### src/rtl/branch_predictor_btb_pkg.sv
// Shared constants and types for the branch target buffer: PC step, kernel bit,
// weak-taken counter encoding and the update decode used by the top.
package branch_predictor_btb_pkg;

  localparam int XLEN_DEFAULT = 32;
  localparam int PC_STEP      = 4;
  localparam int KERNEL_BIT   = XLEN_DEFAULT - 1;
  localparam int CNT_W_MAX    = 3;

  // What the EX-stage update does to the array this cycle
  typedef enum logic [1:0] {
    UPD_NONE  = 2'd0,
    UPD_TRAIN = 2'd1,
    UPD_ALLOC = 2'd2,
    UPD_FLUSH = 2'd3
  } upd_kind_e;

  // Counter value with only the MSB set: the weakest "taken" state
  function automatic logic [CNT_W_MAX-1:0] cnt_weak_taken(input int cnt_w);
    return CNT_W_MAX'(1) << (cnt_w - 1);
  endfunction

endpackage

### src/rtl/branch_predictor_btb_sat_counter.sv
// Saturating up/down direction counter, one per BTB entry; the MSB is the
// taken prediction.
module sat_counter #(
  parameter int CNT_W = 2
) (
  input  logic             clk,
  input  logic             reset,
  input  logic             inc,
  input  logic             dec,
  input  logic             load,
  input  logic [CNT_W-1:0] load_val,
  output logic             taken
);

  localparam logic [CNT_W-1:0] CNT_MAX = '1;

  logic [CNT_W-1:0] cnt_q;
  logic [CNT_W-1:0] cnt_d;

  always_comb begin
    cnt_d = cnt_q;
    if (load) begin
      cnt_d = load_val;
    end else if (inc && (cnt_q != CNT_MAX)) begin
      cnt_d = cnt_q + CNT_W'(1);
    end else if (dec && (cnt_q != '0)) begin
      cnt_d = cnt_q - CNT_W'(1);
    end
  end

  always_ff @(posedge clk or negedge reset) begin
    if (!reset) begin
      cnt_q <= '0;
    end else begin
      cnt_q <= cnt_d;
    end
  end

  assign taken = cnt_q[CNT_W-1];

endmodule

### src/rtl/branch_predictor_btb.sv
// Direct-mapped branch target buffer with per-entry saturating direction counters,
// combinational IF lookup, EX-stage training, mispredict detection and perf counters.
module branch_predictor_btb
  import branch_predictor_btb_pkg::*;
#(
  parameter int XLEN      = XLEN_DEFAULT,
  parameter int ENTRIES   = 16,
  parameter int CNT_W     = 2,
  parameter int NO_KERNEL = 1
) (
  input  logic            clk,
  input  logic            reset,
  input  logic [XLEN-1:0] if_pc,
  output logic            pred_taken,
  output logic [XLEN-1:0] pred_target,
  input  logic            flush,
  input  logic            upd_valid,
  input  logic [XLEN-1:0] upd_pc,
  input  logic            upd_taken,
  input  logic [XLEN-1:0] upd_target,
  input  logic            upd_pred_taken,
  input  logic [XLEN-1:0] upd_pred_target,
  output logic            mispredict,
  output logic [XLEN-1:0] redirect_pc,
  output logic [31:0]     perf_lookups,
  output logic [31:0]     perf_mispred
);

  localparam int IDX_W = $clog2(ENTRIES);
  localparam int TAG_W = XLEN - IDX_W - 2;
  localparam int TOP_BIT = XLEN - 1;
  localparam logic [CNT_W-1:0] CNT_WEAK_TAKEN = CNT_W'(cnt_weak_taken(CNT_W));

  logic [ENTRIES-1:0] valid_q;
  logic [ENTRIES-1:0] valid_d;
  logic [TAG_W-1:0]   tag_q    [ENTRIES];
  logic [TAG_W-1:0]   tag_d    [ENTRIES];
  logic [XLEN-1:0]    target_q [ENTRIES];
  logic [XLEN-1:0]    target_d [ENTRIES];
  logic [ENTRIES-1:0] cnt_taken;
  logic [31:0]        perf_lookups_q, perf_lookups_d;
  logic [31:0]        perf_mispred_q, perf_mispred_d;

  logic [IDX_W-1:0]   lk_idx;
  logic [TAG_W-1:0]   lk_tag;
  logic               lk_hit;
  logic [IDX_W-1:0]   up_idx;
  logic [TAG_W-1:0]   up_tag;
  logic               up_block;
  logic               up_hit;
  upd_kind_e          upd_kind;
  logic [ENTRIES-1:0] train_sel;
  logic [ENTRIES-1:0] alloc_sel;

  assign lk_idx = if_pc[IDX_W+1:2];
  assign lk_tag = if_pc[XLEN-1:IDX_W+2];
  assign lk_hit = valid_q[lk_idx] && (tag_q[lk_idx] == lk_tag) &&
                  !((NO_KERNEL != 0) && if_pc[TOP_BIT]);

  assign pred_taken  = lk_hit && cnt_taken[lk_idx];
  assign pred_target = lk_hit ? target_q[lk_idx] : (if_pc + XLEN'(PC_STEP));

  // Held low during reset so the flush/redirect path stays quiet
  assign mispredict  = reset && upd_valid &&
                       ((upd_taken != upd_pred_taken) ||
                        (upd_taken && (upd_target != upd_pred_target)));
  assign redirect_pc = upd_taken ? upd_target : (upd_pc + XLEN'(PC_STEP));

  assign up_idx   = upd_pc[IDX_W+1:2];
  assign up_tag   = upd_pc[XLEN-1:IDX_W+2];
  assign up_block = (NO_KERNEL != 0) && upd_pc[TOP_BIT];
  assign up_hit   = valid_q[up_idx] && (tag_q[up_idx] == up_tag);

  // Flush takes priority over any training or allocation in the same cycle
  always_comb begin
    upd_kind = UPD_NONE;
    if (flush) begin
      upd_kind = UPD_FLUSH;
    end else if (upd_valid && !up_block) begin
      if (up_hit) begin
        upd_kind = UPD_TRAIN;
      end else if (upd_taken) begin
        upd_kind = UPD_ALLOC;
      end
    end
  end

  assign train_sel = (upd_kind == UPD_TRAIN) ? (ENTRIES'(1) << up_idx) : '0;
  assign alloc_sel = (upd_kind == UPD_ALLOC) ? (ENTRIES'(1) << up_idx) : '0;

  always_comb begin
    valid_d  = valid_q;
    tag_d    = tag_q;
    target_d = target_q;
    case (upd_kind)
      UPD_FLUSH: valid_d = '0;
      UPD_ALLOC: begin
        valid_d[up_idx]  = 1'b1;
        tag_d[up_idx]    = up_tag;
        target_d[up_idx] = upd_target;
      end
      UPD_TRAIN: begin
        if (upd_taken) begin
          target_d[up_idx] = upd_target;
        end
      end
      default: ;
    endcase
  end

  always_comb begin
    perf_lookups_d = perf_lookups_q + {31'd0, upd_valid};
    perf_mispred_d = perf_mispred_q + {31'd0, mispredict};
  end

  always_ff @(posedge clk or negedge reset) begin
    if (!reset) begin
      valid_q        <= '0;
      perf_lookups_q <= '0;
      perf_mispred_q <= '0;
    end else begin
      valid_q        <= valid_d;
      perf_lookups_q <= perf_lookups_d;
      perf_mispred_q <= perf_mispred_d;
    end
  end

  // Tag/target storage is qualified by valid, so it needs no reset
  always_ff @(posedge clk) begin
    tag_q    <= tag_d;
    target_q <= target_d;
  end

  for (genvar i = 0; i < ENTRIES; i++) begin : g_cnt
    sat_counter #(.CNT_W(CNT_W)) u_cnt (
      .clk      (clk),
      .reset    (reset),
      .inc      (train_sel[i] & upd_taken),
      .dec      (train_sel[i] & ~upd_taken),
      .load     (alloc_sel[i]),
      .load_val (CNT_WEAK_TAKEN),
      .taken    (cnt_taken[i])
    );
  end

  assign perf_lookups = perf_lookups_q;
  assign perf_mispred = perf_mispred_q;

endmodule

### config.mk
export PLATFORM = sky130hd
export DESIGN_NAME = branch_predictor_btb
export DESIGN_NICKNAME = d
export VERILOG_FILES = /design/src/rtl/branch_predictor_btb_pkg.sv /design/src/rtl/branch_predictor_btb_sat_counter.sv /design/src/rtl/branch_predictor_btb.sv
export SDC_FILE = /design/constraint.sdc
export NUM_CORES = 2
export LEC_CHECK = 0
export CAP_MARGIN = 10
export CORE_MARGIN = 8
export CORE_UTILIZATION = 55
export DETAILED_ROUTE_END_ITERATION = 7
export PLACE_DENSITY_LB_ADDON = 0.1
export REMOVE_ABC_BUFFERS = 1
export SLEW_MARGIN = 20
export SYNTH_ARGS = -nofsm -noshare
export SYNTH_HDL_FRONTEND = slang
export SYNTH_SLANG_ARGS = --single-unit
### constraint.sdc
create_clock -name clk -period 5.2 [get_ports clk]
set_input_delay 0.78 -clock clk [delete_from_list [all_inputs] [get_ports clk]]
set_output_delay 0.78 -clock clk [all_outputs]
set_load 0.05 [all_outputs]
* Yosys cells after proc, flatten, opt, wreduce, memory -nomap -nowiden *
Cells that the tools add are included.

storage, ports and cells
  memory bits (read-only) = 0
  logic and storage cells = 316
  memory bits (writable) = 0
  memories = 0
  output and inout port bits = 130
  register bits after elaboration = 1040
  latch bits = 0
  input bits = 134

operators by class
  add/sub/neg operators = 36
  shift-type cells = 1
  magnitude comparators = 6
  bitwise operators = 36
  equal/unequal tests = 24
  div/mod/pow operators = 0
  reductions and logical operators = 80
  multipliers = 0
  multiplexer cells = 82

operators with widths
  cell                                              number
  case mux 512 bit (2 select lines)                 1
  bitwise mux 512 bit                               1
  2-to-1 mux 512 bit                                1
  bitwise mux 416 bit                               1
  binary-select mux 26 bit (select 4 bit)           2
  2-to-1 mux 32 bit                                 5
  2-to-1 mux 26 bit                                 5
  binary-select mux 32 bit (select 4 bit)           1
  demux 32 bit (select 4 bit)                       1
  demux 26 bit (select 4 bit)                       1
  2-to-1 mux 2 bit                                  52
  adder 32 x 1 -> 32 bit                            2
  adder 32 x 3 -> 32 bit, second input constant     2
  == test 26 bit                                    2
  nonzero test 3 bit                                16
  logical AND 1 bit                                 42
  nonzero test 2 bit                                18
  inequality test 2 bit, second input constant      17
  adder 2 x 1 -> 2 bit, second input constant       16
  bitwise AND 1 bit                                 32
  2-to-1 mux 16 bit                                 2
  inequality test 32 bit                            1
  case mux 16 bit (2 select lines)                  1
  subtractor 2 x 1 -> 2 bit, second input constant  16
  17 further kinds                                  27

* Depth between registers and ports, before layout *
  depth in word-level cells = 16
  depth in mapped cells = 15
  gate-level depth less buffers = 14

* Hierarchy *
A second synthesis with hierarchy kept.

second synthesis, totals
  cells, all modules = 2904
  area total of the unflattened synthesis = 48297.6 um^2

by module, submodules not included
  module                cells each  area an instance (um^2)  times used
  branch_predictor_btb  2712        46415.8                  1
  sat_counter           12          117.6                    16

* Least setup slack after synthesis *
Ideal clock, no wire load.

  path kind = input-to-reg
  start = input flush
  end = register tag_q[0] (netlist bit) (enable)
  stages = 6
  required time = 4819 ps
  arrival = 4982 ps
  setup slack = -163 ps
  cells stage by stage = clkbuf_1 or3b_2 clkbuf_1 nor3_1 o21ai_0 inv_1

on the way
  cells in the longest elaborated chain, start to end = 2

RTL lines
  item                    RTL line                     RTL
  start: declaration      branch_predictor_btb.sv:16   input logic flush,
  2-to-1 mux 2 bit        branch_predictor_btb.sv:77   if (flush) begin
  == test 2 bit           branch_predictor_btb.sv:95   case (upd_kind)
  end signal: assignment  branch_predictor_btb.sv:130  tag_q <= tag_d;
  end: declaration        branch_predictor_btb.sv:36   logic [TAG_W-1:0] tag_q [ENTRIES];

Every way passes these cells.
A chain may end at the register's enable or synchronous reset.

* Worst setup path in the final report *
  start = input if_pc[3]
  end = output pred_target[10]

on the way
  cells in the longest elaborated chain, start to end = 8

RTL lines
  item                                                  RTL line                                                RTL
  start: declaration                                    branch_predictor_btb.sv:13                              input logic [XLEN-1:0] if_pc,
  inverter 4 -> 5 bit (implied by the code)             branch_predictor_btb.sv:57, branch_predictor_btb.sv:61
  binary-select mux 26 bit (select 4 bit)               branch_predictor_btb.sv:57                              assign lk_hit = valid_q[lk_idx] && (tag_q[lk_idx] == lk_tag) &&
  2-to-1 mux 26 bit (implied by the code) (2 in a row)  branch_predictor_btb.sv:57
  == test 26 bit                                        branch_predictor_btb.sv:57
  logical AND 1 bit (2 in a row)                        branch_predictor_btb.sv:57
  2-to-1 mux 32 bit *                                   branch_predictor_btb.sv:61                              assign pred_target = lk_hit ? target_q[lk_idx] : (if_pc + XLEN'(PC_STEP));
  end: declaration                                      branch_predictor_btb.sv:15                              output logic [XLEN-1:0] pred_target,

Mark *: on every way between the ends. The rest lies on a longest branch, timed or not. The select of a mux whose other input is x is not followed.

==> flow_summary_export.csv <==
group,metric,value,unit
status,status,"finished clean",
floorplan,die_h,308.9,um
sta,slew_headroom,0.3611,
floorplan,initial_utilization,0.5541,
logic_synthesis,synth_ff_type,"edfxtp_1",
sta,rsz0062_at_grt,"no",
logic_synthesis,synth_largest_area_cell,"edfxtp_1",
critical_path,crit_fanout,63,
floorplan,io_pins,264,
routing,wl,142.4,mm
cts,cts_buffer_depth,3,
pwr,max-vdd-ir-drop,0.2892,mV
critical_path,path_class,"in -> out",
cts,root_buffer,"clkbuf_16",
critical_path,reg2reg_slack,1150,ps
final_layout,drive_gt1_frac,0.2767,
routing,avgViaCountPerCell,6.687,
logic_synthesis,yosysSeqAreaShare,0.6501,
grt,grt_pass1_wl,204.8,mm
logic_synthesis,yosysWarnings,0,
final_layout,syn_to_final_growth,20.16,%
routing,routedWlPerCell,33.09,um
routing,ant_nets,0,
cts,tritoncts,"built",
logic_synthesis,synth-edff-count,928,
logic_synthesis,synth.top_cell.area_share,0.5907,
logic_synthesis,synth_area,0.04718,mm^2
grt,antenna_found_initial,2,
cts,h-tree-depth,3,
grt,grt_max_degree,89,
sta,setup_viol,0,
grt,grt_overflow,0,
floorplan,rows,107,
logic_synthesis,synth.ff_latch_count,1040,
sta,fin_setup_tns,0,ps
critical_path,cp-end-kind,"output port",
logic_synthesis,ys_types,70,
sta,clock_skew,22.71,ps
routing,vias,28780,
cts,insertion_delay,690,ps
sta,hold_viol,0,
logic_synthesis,synth_fa_ha_area_frac,0.002917,
flow_run,maxCapViolations,0,
logic_synthesis,syn_avg_cell_area,17.68,um^2
critical_path,cp.arrival,4240,ps
logic_synthesis,synthArstFlopShare,0.1077,
grt,grt_pass1_vias,29000,
logic_synthesis,synth_area_leaders,"edfxtp_1 59%, mux4_2 18%, dfrtp_1 5.9%",
pwr,p_leak,19.06,nW
routing,drt-pass1-iter-count,8,
floorplan,coreArea,0.08515,mm^2
critical_path,cp-start-kind,"primary input",
logic_synthesis,syn_inst,2668,
cts,ctsResizeCount,0,
sta,timing.fmax,0.1991,GHz
cts,postCtsSetupRepairBufs,0,
logic_synthesis,synth.area.mux_share,0.2013,
routing,drt-initial-drc-count,3490,
cts,clock-sinks,1040,
critical_path,cp.required,4420,ps
logic_synthesis,synth_compound_area_frac,0.03480,
logic_synthesis,yosys.area_share.simple,0.05357,
final_layout,fin_nets,3218,
logic_synthesis,synth_top_family_by_area,"multiplexers",
placement,portBuffers,263,
pwr,finalPower,19.13,mW
floorplan,die_w,308.9,um
sta,post-route-period-util,0.9659,
cts,cts_made_buffers,106,
sta,period_minus_slack,5023,ps
routing,drc,0,
pwr,power_density,337.5,mW/mm^2
sta,finalMaxSlewViolations,0,
worst_hold_path,holdCritPathClass,"in -> async",
cts,holdBufCountCts,0,
logic_synthesis,synth-xor-area-share,0.03862,
cts,path_clk_slew,70,ps
grt,grt_util_all_layers,0.2970,
placement,gp_congestion,0.9023,
placement,hpwl,93.34,mm
sta,tightest_slew,956.4,ps
floorplan,dieArea,0.09540,mm^2
==> power by group <==
group          switching, mW  internal, mW  leakage [nW]
Clock                   3.26          4.55          1.77
Sequential            0.0809          9.19          9.85
Combinational           1.20         0.852          7.44
==> cells in the mapped netlist, drive strengths merged (9+ instances only) <==
cell type  number
nand2         118
dfrtp         112
ha             11
xnor2         126
nor2           97
nor3           40
mux2i          69
a22o           10
and2           22
nand3          57
nor2b          11
a22oi           9
nand3b         18
and3           24
nor4           16
o22ai          11
nor3b          13
mux4          369
a21oi          38
inv            34
o21a           11
buf            68
o31a           10
mux2           44
edfxtp        928
o21ai          64
clkbuf         95
a311o          13
xor2           82
nand4          42
o32a           12
==> critical path, cell delays in order <==
cell and delay, ps:
buf_8 410, mux4_2 420, mux4_2 480, xnor2_1 560, nand4_1 200, nor3_1 250
nand4_1 200, buf_12 230, mux2_2 350, buf_12 150
==> layout by cell type, fill, tap and decap left out, types with 11 or more instances in the layout <==
cell,instances
nor2_1,82
bufinv_16,14
nand4_1,42
edfxtp_1,928
o32a_1,12
buf_12,91
nor2_4,15
dfrtp_1,112
o22ai_1,11
nor4_1,16
nand2_1,118
mux4_2,369
mux2i_1,69
clkinv_2,24
xor2_1,82
clkdlybuf4s50_1,196
inv_1,33
o21a_1,11
clkbuf_16,106
a21oi_1,38
and2_1,22
nor3b_1,13
and3_1,24
xnor2_1,126
o21ai_0,64
nand3b_1,18
clkinv_1,22
nand3_1,57
nor3_1,33
mux2_2,44
a311o_1,13
buf_4,165
ha_1,11
==> area by class of cell <==
class / count / area [um^2]
Sequential cell: 1040 / 30670
Fill cell: 5749 / 28460
Multi-Input combinational cell: 1430 / 15780
Timing Repair Buffer: 460 / 5101
Clock buffer: 123 / 2796
Tap cell: 1144 / 1431
Clock inverter: 71 / 780.7
Inverter: 35 / 131.4
Antenna cell: 1 / 2.502
==> metrics by stage <==
stage                     area [um^2]    util  setup slack [ps]  instances  hold slack (ps)
after detailed placement        53100  0.6237             138.5       4109            456.6
final                           56690  0.6658             177.1       4304            52.09
after floorplan                 46430       -             31.33       2505            480.9
after global routing            56690  0.6657             193.8       4303            70.97
after global placement          53100  0.6237             178.3       4109            461.4
after CTS                       56680  0.6657             297.9       4303            28.40
==> cell families after synthesis <==
kind of cell | count (synthesis)
adder cells (fa/ha/maj) | 11
buffers and inverters | 198
XOR/XNOR | 208
multiplexers | 482
flip-flops | 1040
AO/OA/AOI/OAI | 235
AND/OR/NAND/NOR | 494
==> registers in the layout, indices dropped and copies added (netlist names) <==
name and cells:
perf_lookups 32, perf_mispred 32, tag_q 416, valid_q 16, target_q 512, g_cnt.u_cnt.cnt_q 32
==> path summary, 6_finish.rpt <==
kind	cells after the start	endpoint	startpoint
min reg2reg	1	perf_mispred[31]	perf_mispred[31]
max in group asynchronous	2	perf_lookups[13]	reset
min in group clk	1	perf_mispred[31]	perf_mispred[31]
max reg2reg	10	tag_q[102]	tag_q[194]
min	1	g_cnt[12].u_cnt.cnt_q[0]	reset
max	10	pred_target[10]	if_pc[3]
==> per-layer routing <==
layer	global-route usage	wire, um
met3	0.06057	15520
met1	0.4182	54480
met2	0.4710	67710
met5	0	0
met4	0.09388	4730
(Power assumes the default switching activity.)
